==> src/rtl/diff_core_pkg.sv <==
// Shared types for the differential PE core: weight modes, sequencer state and
// the step-index width helper used by the column sequencer.
package diff_core_pkg;

  typedef enum logic [2:0] {
    A_MODE = 3'd0,
    B_MODE = 3'd1,
    C_MODE = 3'd2,
    D_MODE = 3'd3,
    E_MODE = 3'd4
  } PE_weight_mode_t;

  typedef enum logic {
    S_IDLE = 1'b0,
    S_RUN  = 1'b1
  } seq_state_t;

  localparam int GUARD_W_DEF = 6;

  // Step 0 means "no tap", so the index must reach GUARD_W inclusive.
  function automatic int step_idx_w(input int guard_w);
    return $clog2(guard_w + 1);
  endfunction

endpackage

==> src/rtl/guard_prio_enc.sv <==
// Priority encoder over the remaining guard bits: reports the tap number of the
// highest set bit, a one-hot mask to clear it, and whether it is the last one.
module guard_prio_enc
  import diff_core_pkg::*;
#(
  parameter int GUARD_W = GUARD_W_DEF,
  parameter int IDX_W   = step_idx_w(GUARD_W)
) (
  input  logic [GUARD_W-1:0] rem,
  output logic [IDX_W-1:0]   idx,
  output logic [GUARD_W-1:0] clr_mask,
  output logic               any,
  output logic               last
);

  // Ascending scan so the highest set bit (lowest tap number) wins.
  always_comb begin
    idx      = '0;
    clr_mask = '0;
    for (int i = 0; i < GUARD_W; i++) begin
      if (rem[i]) begin
        idx         = IDX_W'(GUARD_W - i);
        clr_mask    = '0;
        clr_mask[i] = 1'b1;
      end
    end
    any  = |rem;
    last = any && ((rem & (rem - GUARD_W'(1))) == '0);
  end

endmodule

==> src/rtl/pe_col_seq_ctrl.sv <==
// Column sequencer: accepts guard maps over valid/ready and issues one tap per
// unstalled cycle, MSB-first, with back-to-back maps and no bubbles.
module pe_col_seq_ctrl
  import diff_core_pkg::*;
#(
  parameter int GUARD_W = GUARD_W_DEF,
  parameter int IDX_W   = step_idx_w(GUARD_W)
) (
  input  logic                 clk,
  input  logic                 rst,
  input  logic                 valid_i,
  output logic                 ready_o,
  input  logic [GUARD_W-1:0]   guard_map_i,
  input  logic                 bit_mode_i,
  input  logic                 kernal_mode_i,
  input  logic                 is_odd_row_i,
  input  logic                 end_of_row_i,
  input  logic                 stall_i,
  output logic [IDX_W-1:0]     step_o,
  output logic                 step_valid_o,
  output PE_weight_mode_t      weight_mode_o,
  output logic                 end_of_row_o,
  output logic                 finish_o,
  output logic                 activation_en_o
);

  seq_state_t         state_q, state_d;
  logic [GUARD_W-1:0] rem_q, rem_d;
  logic               odd_q, odd_d;
  logic               kmode_q, kmode_d;
  logic               eor_q, eor_d;

  logic [IDX_W-1:0]   idx;
  logic [GUARD_W-1:0] clr_mask;
  logic               any;
  logic               last;
  logic               run;
  logic               issuing_last;
  logic               accept;

  guard_prio_enc #(
    .GUARD_W (GUARD_W),
    .IDX_W   (IDX_W)
  ) u_prio (
    .rem      (rem_q),
    .idx      (idx),
    .clr_mask (clr_mask),
    .any      (any),
    .last     (last)
  );

  always_ff @(posedge clk) begin
    if (rst) begin
      state_q <= S_IDLE;
      rem_q   <= '0;
      odd_q   <= 1'b0;
      kmode_q <= 1'b0;
      eor_q   <= 1'b0;
    end else begin
      state_q <= state_d;
      rem_q   <= rem_d;
      odd_q   <= odd_d;
      kmode_q <= kmode_d;
      eor_q   <= eor_d;
    end
  end

  // An empty map in RUN counts as "last" so its finish pulse lands one cycle after accept.
  always_comb begin
    run          = (state_q == S_RUN);
    issuing_last = run && (last || !any);
    ready_o      = !stall_i && (!run || issuing_last);
    accept       = valid_i && ready_o;
    step_valid_o = run && any && !stall_i;
    finish_o     = issuing_last && !stall_i;
    step_o       = run ? idx : '0;
    end_of_row_o = eor_q;

    weight_mode_o = A_MODE;
    if (run && any) begin
      if (!kmode_q)    weight_mode_o = E_MODE;
      else if (idx[0]) weight_mode_o = odd_q ? A_MODE : B_MODE;
      else             weight_mode_o = odd_q ? C_MODE : D_MODE;
    end

    activation_en_o = step_valid_o || accept;

    state_d = state_q;
    rem_d   = rem_q;
    odd_d   = odd_q;
    kmode_d = kmode_q;
    eor_d   = eor_q;
    if (accept) begin
      state_d = S_RUN;
      rem_d   = bit_mode_i ? '1 : guard_map_i;
      odd_d   = is_odd_row_i;
      kmode_d = kernal_mode_i;
      eor_d   = end_of_row_i;
    end else if (!stall_i && run) begin
      if (issuing_last) begin
        state_d = S_IDLE;
        rem_d   = '0;
      end else begin
        rem_d = rem_q & ~clr_mask;
      end
    end
  end

endmodule

==> config.mk <==
export PLATFORM = sky130hd
export DESIGN_NAME = pe_col_seq_ctrl
export DESIGN_NICKNAME = d
export VERILOG_FILES = /design/src/rtl/diff_core_pkg.sv /design/src/rtl/guard_prio_enc.sv /design/src/rtl/pe_col_seq_ctrl.sv
export SDC_FILE = /design/constraint.sdc
export NUM_CORES = 1
export LEC_CHECK = 0
export BUFFER_PORTS_ARGS = -buffer_cell sky130_fd_sc_hd__buf_2
export CAP_MARGIN = 20
export CORE_MARGIN = 1.5
export CORE_UTILIZATION = 30
export CTS_CLUSTER_DIAMETER = 80
export DETAILED_ROUTE_END_ITERATION = 8
export SYNTH_ARGS = -nofsm -noshare
export SYNTH_HDL_FRONTEND = slang
export SYNTH_SLANG_ARGS = --single-unit
==> constraint.sdc <==
create_clock -name clk -period 4.9 [get_ports clk]
set_input_delay 0.735 -clock clk [delete_from_list [all_inputs] [get_ports clk]]
set_output_delay 0.735 -clock clk [all_outputs]
set_load 0.01 [all_outputs]
; ---- Word level (Yosys, flattened, before mapping)
; Cells that the tools add are included.
[classes]
n_eq_ne = 0
muxes = 25
n_div = 0
n_lt_le_gt_ge = 0
bitwise_logic = 3
addsub = 1
shifts = 0
reduce_logical = 19
n_mul = 0
[op_table]
columns = op, n
row1 = $mux 3, 10
row2 = $mux 6, 5
row3 = $and 6x6->6, 2
row4 = $logic_and 1x1->1, 8
row5 = $logic_not 6->1, 1
row6 = $mux 1, 6
row7 = $not 6->6, 1
row8 = $reduce_or 6->1, 1
row9 = $sub 6x1->6 const B, 1
row10 = $mux 5, 1
row11 = $mux 2, 2
row12 = $mux 4, 1
row13 = $reduce_bool 2->1, 2
row14 = $logic_not 1->1, 3
row15 = $logic_or 1x1->1, 3
row16 = $reduce_and 2->1, 1
[totals]
ramBits = 0
latchBits = 0
mem_bits_ro = 0
register_bits = 10
mem_count = 0
out_inout_bits = 11
in_bits = 14
elab_cells = 53

; ---- Depth between registers and ports, before layout
; Gate-level depths: netlist (run 1).
[logic_depth]
depth_word = 11
depth_mapped = 6
ltp_nobuf = 5

; ---- Hierarchy
; From an unflattened synthesis (run 1), not the netlist that was laid out.
[unflattened]
hier_cells = 95
hier_area_um2 = 773.2
[by_module_without_submodules]
columns = mod, n_inst, cells_each, area_per_inst_um2
row1 = pe_col_seq_ctrl, 1, 69, 594.3
row2 = guard_prio_enc, 1, 26, 178.9

; ---- Worst setup path before layout (run 1)
; No wires, ideal clock.
[synth_timing]
kind = register to output
startpoint = register rem_q[3]
endpoint = output port finish_o
slack_ps = 2471
n_path_buf = 1
stages_incl_launch_ff = 6
arrival_ps = 1694
path_cell_list = dfxtp_1 > clkbuf_1 > maj3_1 > o31a_1 > o21ai_2 > nor3b_1
[synth_between]
elab_chain_len = 7
word_cells_on_any_way = 9
classes_between = 1 x add/sub / 1 x bitwise / 7 x reduce/logical
[synth_rtl]
columns = element, line_no
row1 = from (decl), pe_col_seq_ctrl.sv:28  ; logic [GUARD_W-1:0] rem_q, rem_d;
row2 = from (signal assigned), pe_col_seq_ctrl.sv:61  ; rem_q <= rem_d;
row3 = $sub 6x1->6, guard_prio_enc.sv:28  ; last = any && ((rem & (rem - GUARD_W'(1))) == '0);
row4 = $and 6x6->6, guard_prio_enc.sv:28
row5 = $logic_not 6->1, guard_prio_enc.sv:28
row6 = $logic_and 1x1->1, guard_prio_enc.sv:28
row7 = $logic_or 1x1->1 *, pe_col_seq_ctrl.sv:71  ; issuing_last = run && (last || !any);
row8 = $logic_and 1x1->1 *, pe_col_seq_ctrl.sv:71
row9 = $logic_and 1x1->1 *, pe_col_seq_ctrl.sv:75  ; finish_o = issuing_last && !stall_i;
row10 = to (decl), pe_col_seq_ctrl.sv:23  ; output logic finish_o,
; Every way passes the cells marked *; elsewhere a longest branch is shown, timed or not.

; ---- Final worst setup path (run 1)
[layout_timing]
startpoint = register rem_q[1]
endpoint = output port activation_en_o
[layout_between]
elab_chain_len = 10
word_cells_on_any_way = 14
classes_between = 1 x add/sub / 1 x bitwise / 12 x reduce/logical
[layout_rtl]
columns = element, line_no
row1 = $sub 6x1->6, guard_prio_enc.sv:28
row2 = $and 6x6->6, guard_prio_enc.sv:28
row3 = $logic_not 6->1, guard_prio_enc.sv:28
row4 = $logic_and 1x1->1, guard_prio_enc.sv:28
row5 = $logic_or 1x1->1, pe_col_seq_ctrl.sv:71
row6 = $logic_and 1x1->1, pe_col_seq_ctrl.sv:71
row7 = $logic_or 1x1->1, pe_col_seq_ctrl.sv:72  ; ready_o = !stall_i && (!run || issuing_last);
row8 = $logic_and 1x1->1, pe_col_seq_ctrl.sv:72
row9 = $logic_and 1x1->1, pe_col_seq_ctrl.sv:73  ; accept = valid_i && ready_o;
row10 = $logic_or 1x1->1 *, pe_col_seq_ctrl.sv:86  ; activation_en_o = step_valid_o || accept;
row11 = to (decl), pe_col_seq_ctrl.sv:24  ; output logic activation_en_o
; Marked as above.

==> metrics, run 1 <==
DRT Wirelength ~1.8 mm; initial DRC count 14; Hold-fix buffers, CTS 0; clk_lat worst skew approximately 270 ps; RSZ-0062 raised after global routing no; Initial Utilization between 30 and 40%; I/O Buffers 24; DR pass1 iterations 4; Clock transition at path regs approximately 70 ps; ant diodes 0; dominant synthesized flop cell dfxtp_1; Max Clk Rate 0.350 GHz; core area 0.00223 mm2; worst-margin pin slew just under 500 ps; Nets ~130; Final Hold Fails 0; Vias/cell approximately 5.3; Setup crit end kind output pin; cell row count 17; simple-gate share of the synthesized area between 20% and 30%; Worst Clk Skew 2.44 ps; top post-synthesis cells by count 16 x nor2_1, 10 x dfxtp_1, 10 x o21ai_0; WL per Instance 12.5 um; grt total ovfl 0; Crit path top cell by count or3_4; TritonCTS Buffers 3; Clk Tree Root Cell clkbuf_4; CP startpoint kind flip-flop; yosys warns 0; HP Class flip-flop to flip-flop; Yosys cell types 36; crit-path max FO 8; setup repair bufs after CTS 0; post-layout min period about 2900 ps; antenna-violating nets left 0; top-level I/O count 25; Slowest cell on crit path or3_4; Setup WS pre-CTS approximately 2300 ps; CTS tree built; Peak VDD IR roughly 0.22 mV; via count around 770; largest cells by area after synthesis dfxtp_1 28%, nor2_1 8.3%, o21ai_0 6.9%, a21oi_1 4.9%, mux2i_1 4.2%; headroom to the max-slew limit 66.8%; Synth Area in XOR/XNOR 0%; Final GP Congestion 0.802; setup TNS 0 ps; power per cell area about 370 mW/mm2; CP arrival between 2000 and 2500 ps; Total Power ~0.00032 W; adder-cell area share of the yosys netlist between 1 and 1.5%; Yosys reg bits 10; Yosys top cell by area dfxtp_1; die height 52.1 um; Cell Area, Synth between 700 and 800 um2; EDFF count, synth 0; status finished clean; final worst-path cycle share about 60%; Crit Path Category flip-flop to output pin; GRT Util Overall approximately 15%; dpl cells 140; Final Setup Violations 0; mux cell area share after synthesis under 10%; largest family of logic cells by synthesized area compound AO/OA/AOI/OAI gates; Final Cell Area about 900 um2; max-slew violations 0; cells after synthesis 95; post_cts resized 0; first-pass GRT wire length about 3.1 mm; Compound-Gate Fraction of Synth Area a little under a third; most frequent cell after synthesis nor2_1; P&R area growth vs syn 21.7%; vias in the first global route just under 700; sequential cell area fraction in the yosys report 27.7%; Critical Path RT approximately 4200 ps; Die ar. around 0.0027 mm2; area share of the largest cell type after synthesis 27.7%; drt drc 0; Synth async-reset ratio 0%; Final HPWL DP 1.38 mm; initial antenna violation count 0; Synth Net Count approximately 110; maxcap violations 0; Area after DPL between 800 and 900 um2; Mean Syn Cell Area about 7.6 um2; Leakage around 0.37 nW; CP cell instances or3_4 > or3_4 > a221oi_4 > or2_2 > buf_2; Final Non-Filler Cells approximately 140; Final WS setup roughly 2000 ps; Longest Clk Path Bufs 2; htree depth 1; CP peak stage delay ~420 ps; share of cells above drive strength 1 ~29%; CTS Sinks 10; chip width between 50 and 60 um; largest net degree at the start of global routing 16
## per-stage QoR
step           utilization [%]  hold WS (ps)
2_1_floorplan                -           462
3_3_place_gp              37.7           476
3_5_place_dp              37.7           499
4_1_cts                   39.3           518
5_1_grt                   39.3           541
6_report                  39.3           504
## path summary, 6_finish.rpt
path                                                  end                 startpoint  depth (start not counted)  slack (ps)
worst max-delay path                      activation_en_o      rem_q[1]$_SDFFE_PP0P_                          5        2040
worst min register to register  end_of_row_o$_SDFFE_PP0P_  end_of_row_o$_SDFFE_PP0P_                          2         500
worst max register to register         odd_q$_SDFFE_PP0P_      rem_q[1]$_SDFFE_PP0P_                          5        2950
worst min-delay path            end_of_row_o$_SDFFE_PP0P_  end_of_row_o$_SDFFE_PP0P_                          2         500
## cell usage in the layout (no fill, tap or decap), drive strengths merged
master,instances
buf,24
nor2,16
o21ai,11
dfxtp,10
a21oi,7
nor3,5
nor3b,4
clkbuf,4
inv,3
mux2i,3
or3,3
and3,3
a211oi,2
nand2b,2
nand2,2
o211ai,2
a221oi,2
nor4b,1
maj3,1
a2111o,1
o31a,1
and2,1
or2,1
o21bai,1
nor2b,1
a21o,1
a31oi,1
a311oi,1
a2bb2oi,1
o22ai,1
## state kept, by name, indices dropped and copies added (netlist names)
register / count
end_of_row_o: 1
run: 1
odd_q: 1
rem_q: 6
kmode_q: 1
## area by class of cell
type / instances / area (um2)
Multi-Input combinational cell: 75 / 475
Fill cell: 256 / 1360
Timing Repair Buffer: 24 / 120
Clock buffer: 4 / 36.3
Sequential cell: 10 / 200
Tap cell: 28 / 35.0
Inverter: 3 / 11.3
## cell families after synthesis
kind of cell,Yosys count
simple gates,39
buf+inv,10
mux,3
flops,10
fa+ha+maj,1
compound gates,32
## worst max-delay path: cells and delay by family, from the launching register on
kind / cells / cell delay (ps)
simple gates: 3 / 950
flops: 1 / 390
compound gates: 1 / 390
buf+inv: 1 / 120
## power by group
part           switching, W  internal, W
logic             0.0000639    0.0000601
registers         0.0000263    0.0000933
clock network     0.0000321    0.0000452
total              0.000122     0.000199
## per-layer routing
| layer | track usage, % | routed length, um | up-vias |
|---|---|---|---|
| met2 | 23.8 | 824 | 18 |
| met5 | 0 | 0 | - |
| li1 | - | - | 392 |
| met3 | 2.30 | 91 | 4 |
| met4 | 7.89 | 29 | 0 |
| met1 | 20.7 | 853 | 352 |
Power figures use the tool's default switching activity.
==> run 2: changes to the inputs <==
==> constraint.sdc (replaced) <==
create_clock -name clk -period 2.7 [get_ports clk]
set_input_delay 0.405 -clock clk [delete_from_list [all_inputs] [get_ports clk]]
set_output_delay 0.405 -clock clk [all_outputs]
set_load 0.01 [all_outputs]
==> run 2 against run 1 <==
  * Count of clock-buffer cells in the layout stayed put
  * Power rose by 89%
  * Worst hold slack got worse by 140 ps
  * Critical path type unchanged
==> metrics, run 2 (synthesis gave the netlist of run 1 again) <==
status finished clean; clk_lat worst skew 280 ps (about the same); DRT Wirelength 2.07 mm (+15%); max-slew violations 0 (unchanged); htree depth 1 (unchanged); Clock power frac 23.8% (-0.3 points); die height 52.1 um (unchanged); CP arrival 2120 ps (about the same); Peak VDD IR 0.314 mV (+40%); ant diodes 0 (unchanged); switching share of power 38.8% (+0.69 points); maxcap violations 0 (unchanged); HP Class input port to flip-flop; initial DRC count 32 (+18); WHS 362 ps (-143 ps); Crit Path Category flip-flop to output pin; share of cells above drive strength 1 31.1% (+1.8 points); most frequent cells in the layout 24 x buf_2, 16 x nor2_1, 10 x o21ai_0, 10 x dfxtp_1, 7 x a21oi_1; RSZ-0062 raised after global routing no; first-pass GRT wire length 3.29 mm (+5.3%); core area 0.00223 mm2 (unchanged); setup TNS 0 ps (unchanged); CTS tree built; crit-path max FO 8 (unchanged); Final Hold Fails 0 (unchanged); Nets 134 (+2.3%); max reg flops 6 (unchanged); Layout Utilization 40.3% (+1.0 points); CP startpoint kind flip-flop; Final Setup Violations 0 (unchanged); TritonCTS Buffers 3 (unchanged); Final Non-Filler Cells 147 (+2.1%); Int Pwr 0.000371 W (+87%); fill count 234 (-8.6%); vias in the first global route 712 (+4.4%); via count 812 (+6.0%); initial antenna violation count 0 (unchanged); Setup crit end kind output pin; Clock transition at path regs 80 ps (about the same); Final Cell Area 901 um2 (+2.6%); DR pass1 iterations 4 (unchanged); Area after DPL 865 um2 (+2.7%); top-level I/O count 25 (unchanged); Longest Clk Path Bufs 2 (unchanged); cell row count 17 (unchanged); post_cts resized 0 (unchanged); antenna-violating nets left 0 (unchanged); setup repair bufs after CTS 0 (unchanged); GRT Util Overall 17.2% (+1.7 points); net switching power 0.000235 W (+92%); Top reg by flops rem_q; Die ar. 0.00271 mm2 (unchanged); Comb pwr share 41.4% (+2.8 points); Initial Utilization 32.3% (unchanged); dpl cells 143 (+2.1%); Critical Path RT 2300 ps (-1860 ps); headroom to the max-slew limit 70.7% (+3.8 points); Final HPWL DP 1.56 mm (+13%); drt drc 0 (unchanged); Worst Clk Skew 2.54 ps (+0.102 ps); Max Clk Rate a little under 0.4 GHz; power per cell area 672 mW/mm2 (+84%); grt total ovfl 0 (unchanged); Hold-fix buffers, CTS 0 (unchanged); Clk Tree Root Cell clkbuf_4; Leakage 0.387 nW (+4.0%); final worst-path cycle share around 93%; largest net degree at the start of global routing 13 (-3); P&R area growth vs syn 24.8%; Final GP Congestion 0.842 (+4.9%); sequential share of power 34.8% (-2.5 points); WL per Instance 14.1 um (+13%); CTS Sinks 10 (unchanged); Vias/cell 5.52 (+3.8%); worst-margin pin slew 435 ps (-61.6 ps); commonest non-fill, non-tap cell in the layout buf_2; post-layout min period ~2500 ps; chip width 52.1 um (unchanged); I/O Buffers 24 (unchanged)
## run 2: changes by cell type in the layout (fill, tap and decap cells not counted), sizes merged
| cell | delta |
|---|---|
| buf | +3 |
## run 2: area by class of cell
class | count | area (um2) | share of cell area, %
repair buffers | 27 | 143 | 15.8
flip-flops and latches | 10 | 200 | 22.2
inverters | 3 | 11.3 | 1.25
multi-input cells | 75 | 475 | 52.8
well taps | 28 | 35.0 | 3.89
clock buffers | 4 | 36.3 | 4.03
## run 2: critical path: stages (launching register included)
cell and delay (ps):
dfxtp_1 380, or3_4 420, or3_4 370, a221oi_4 390, or2_2 170, buf_2 120
## run 2: final timing paths
path                                   from                   endpoint  slack (ps)  depth (start not counted)
setup / recovery      rem_q[1]$_SDFFE_PP0P_            activation_en_o         180                          5
hold / removal                kernal_mode_i       kmode_q$_SDFFE_PP0P_         360                          3
setup reg to reg      rem_q[1]$_SDFFE_PP0P_      rem_q[0]$_SDFFE_PP0P_         750                          5
hold reg to reg   end_of_row_o$_SDFFE_PP0P_  end_of_row_o$_SDFFE_PP0P_         500                          2
## run 2: power by group through the flow
stage | Sequential, W | Combinational (W) | Clock (W)
after floorplan | 0.000186 | 0.000214 | 0
after global placement | 0.000210 | 0.000244 | 0
after detailed placement | 0.000213 | 0.000247 | 0
after CTS | 0.000210 | 0.000249 | 0.000146
after global routing | 0.000216 | 0.000277 | 0.000157
final | 0.000211 | 0.000251 | 0.000144
## run 2: per-layer routing
| layer | vias to the layer above | part of all wire [%] | global-route usage, % | wire [um] |
|---|---|---|---|---|
| met3 | 12 | 7.2 | 5.46 | 148 |
| met1 | 367 | 43 | 20.5 | 893 |
| met4 | 0 | 5.1 | 14.0 | 106 |
| met2 | 36 | 45 | 24.9 | 921 |
| li1 | 397 | - | - | - |
| met5 | - | 0 | 0 | 0 |
## run 2: metrics by stage
| step | total power [W] | worst slack (ps) |
|---|---|---|
| final | 0.000606 | 179 |
| after global routing | 0.000649 | 83.8 |
| after CTS | 0.000604 | 176 |
| after detailed placement | 0.000460 | 486 |
| after global placement | 0.000455 | 523 |
| after floorplan | 0.000400 | 601 |
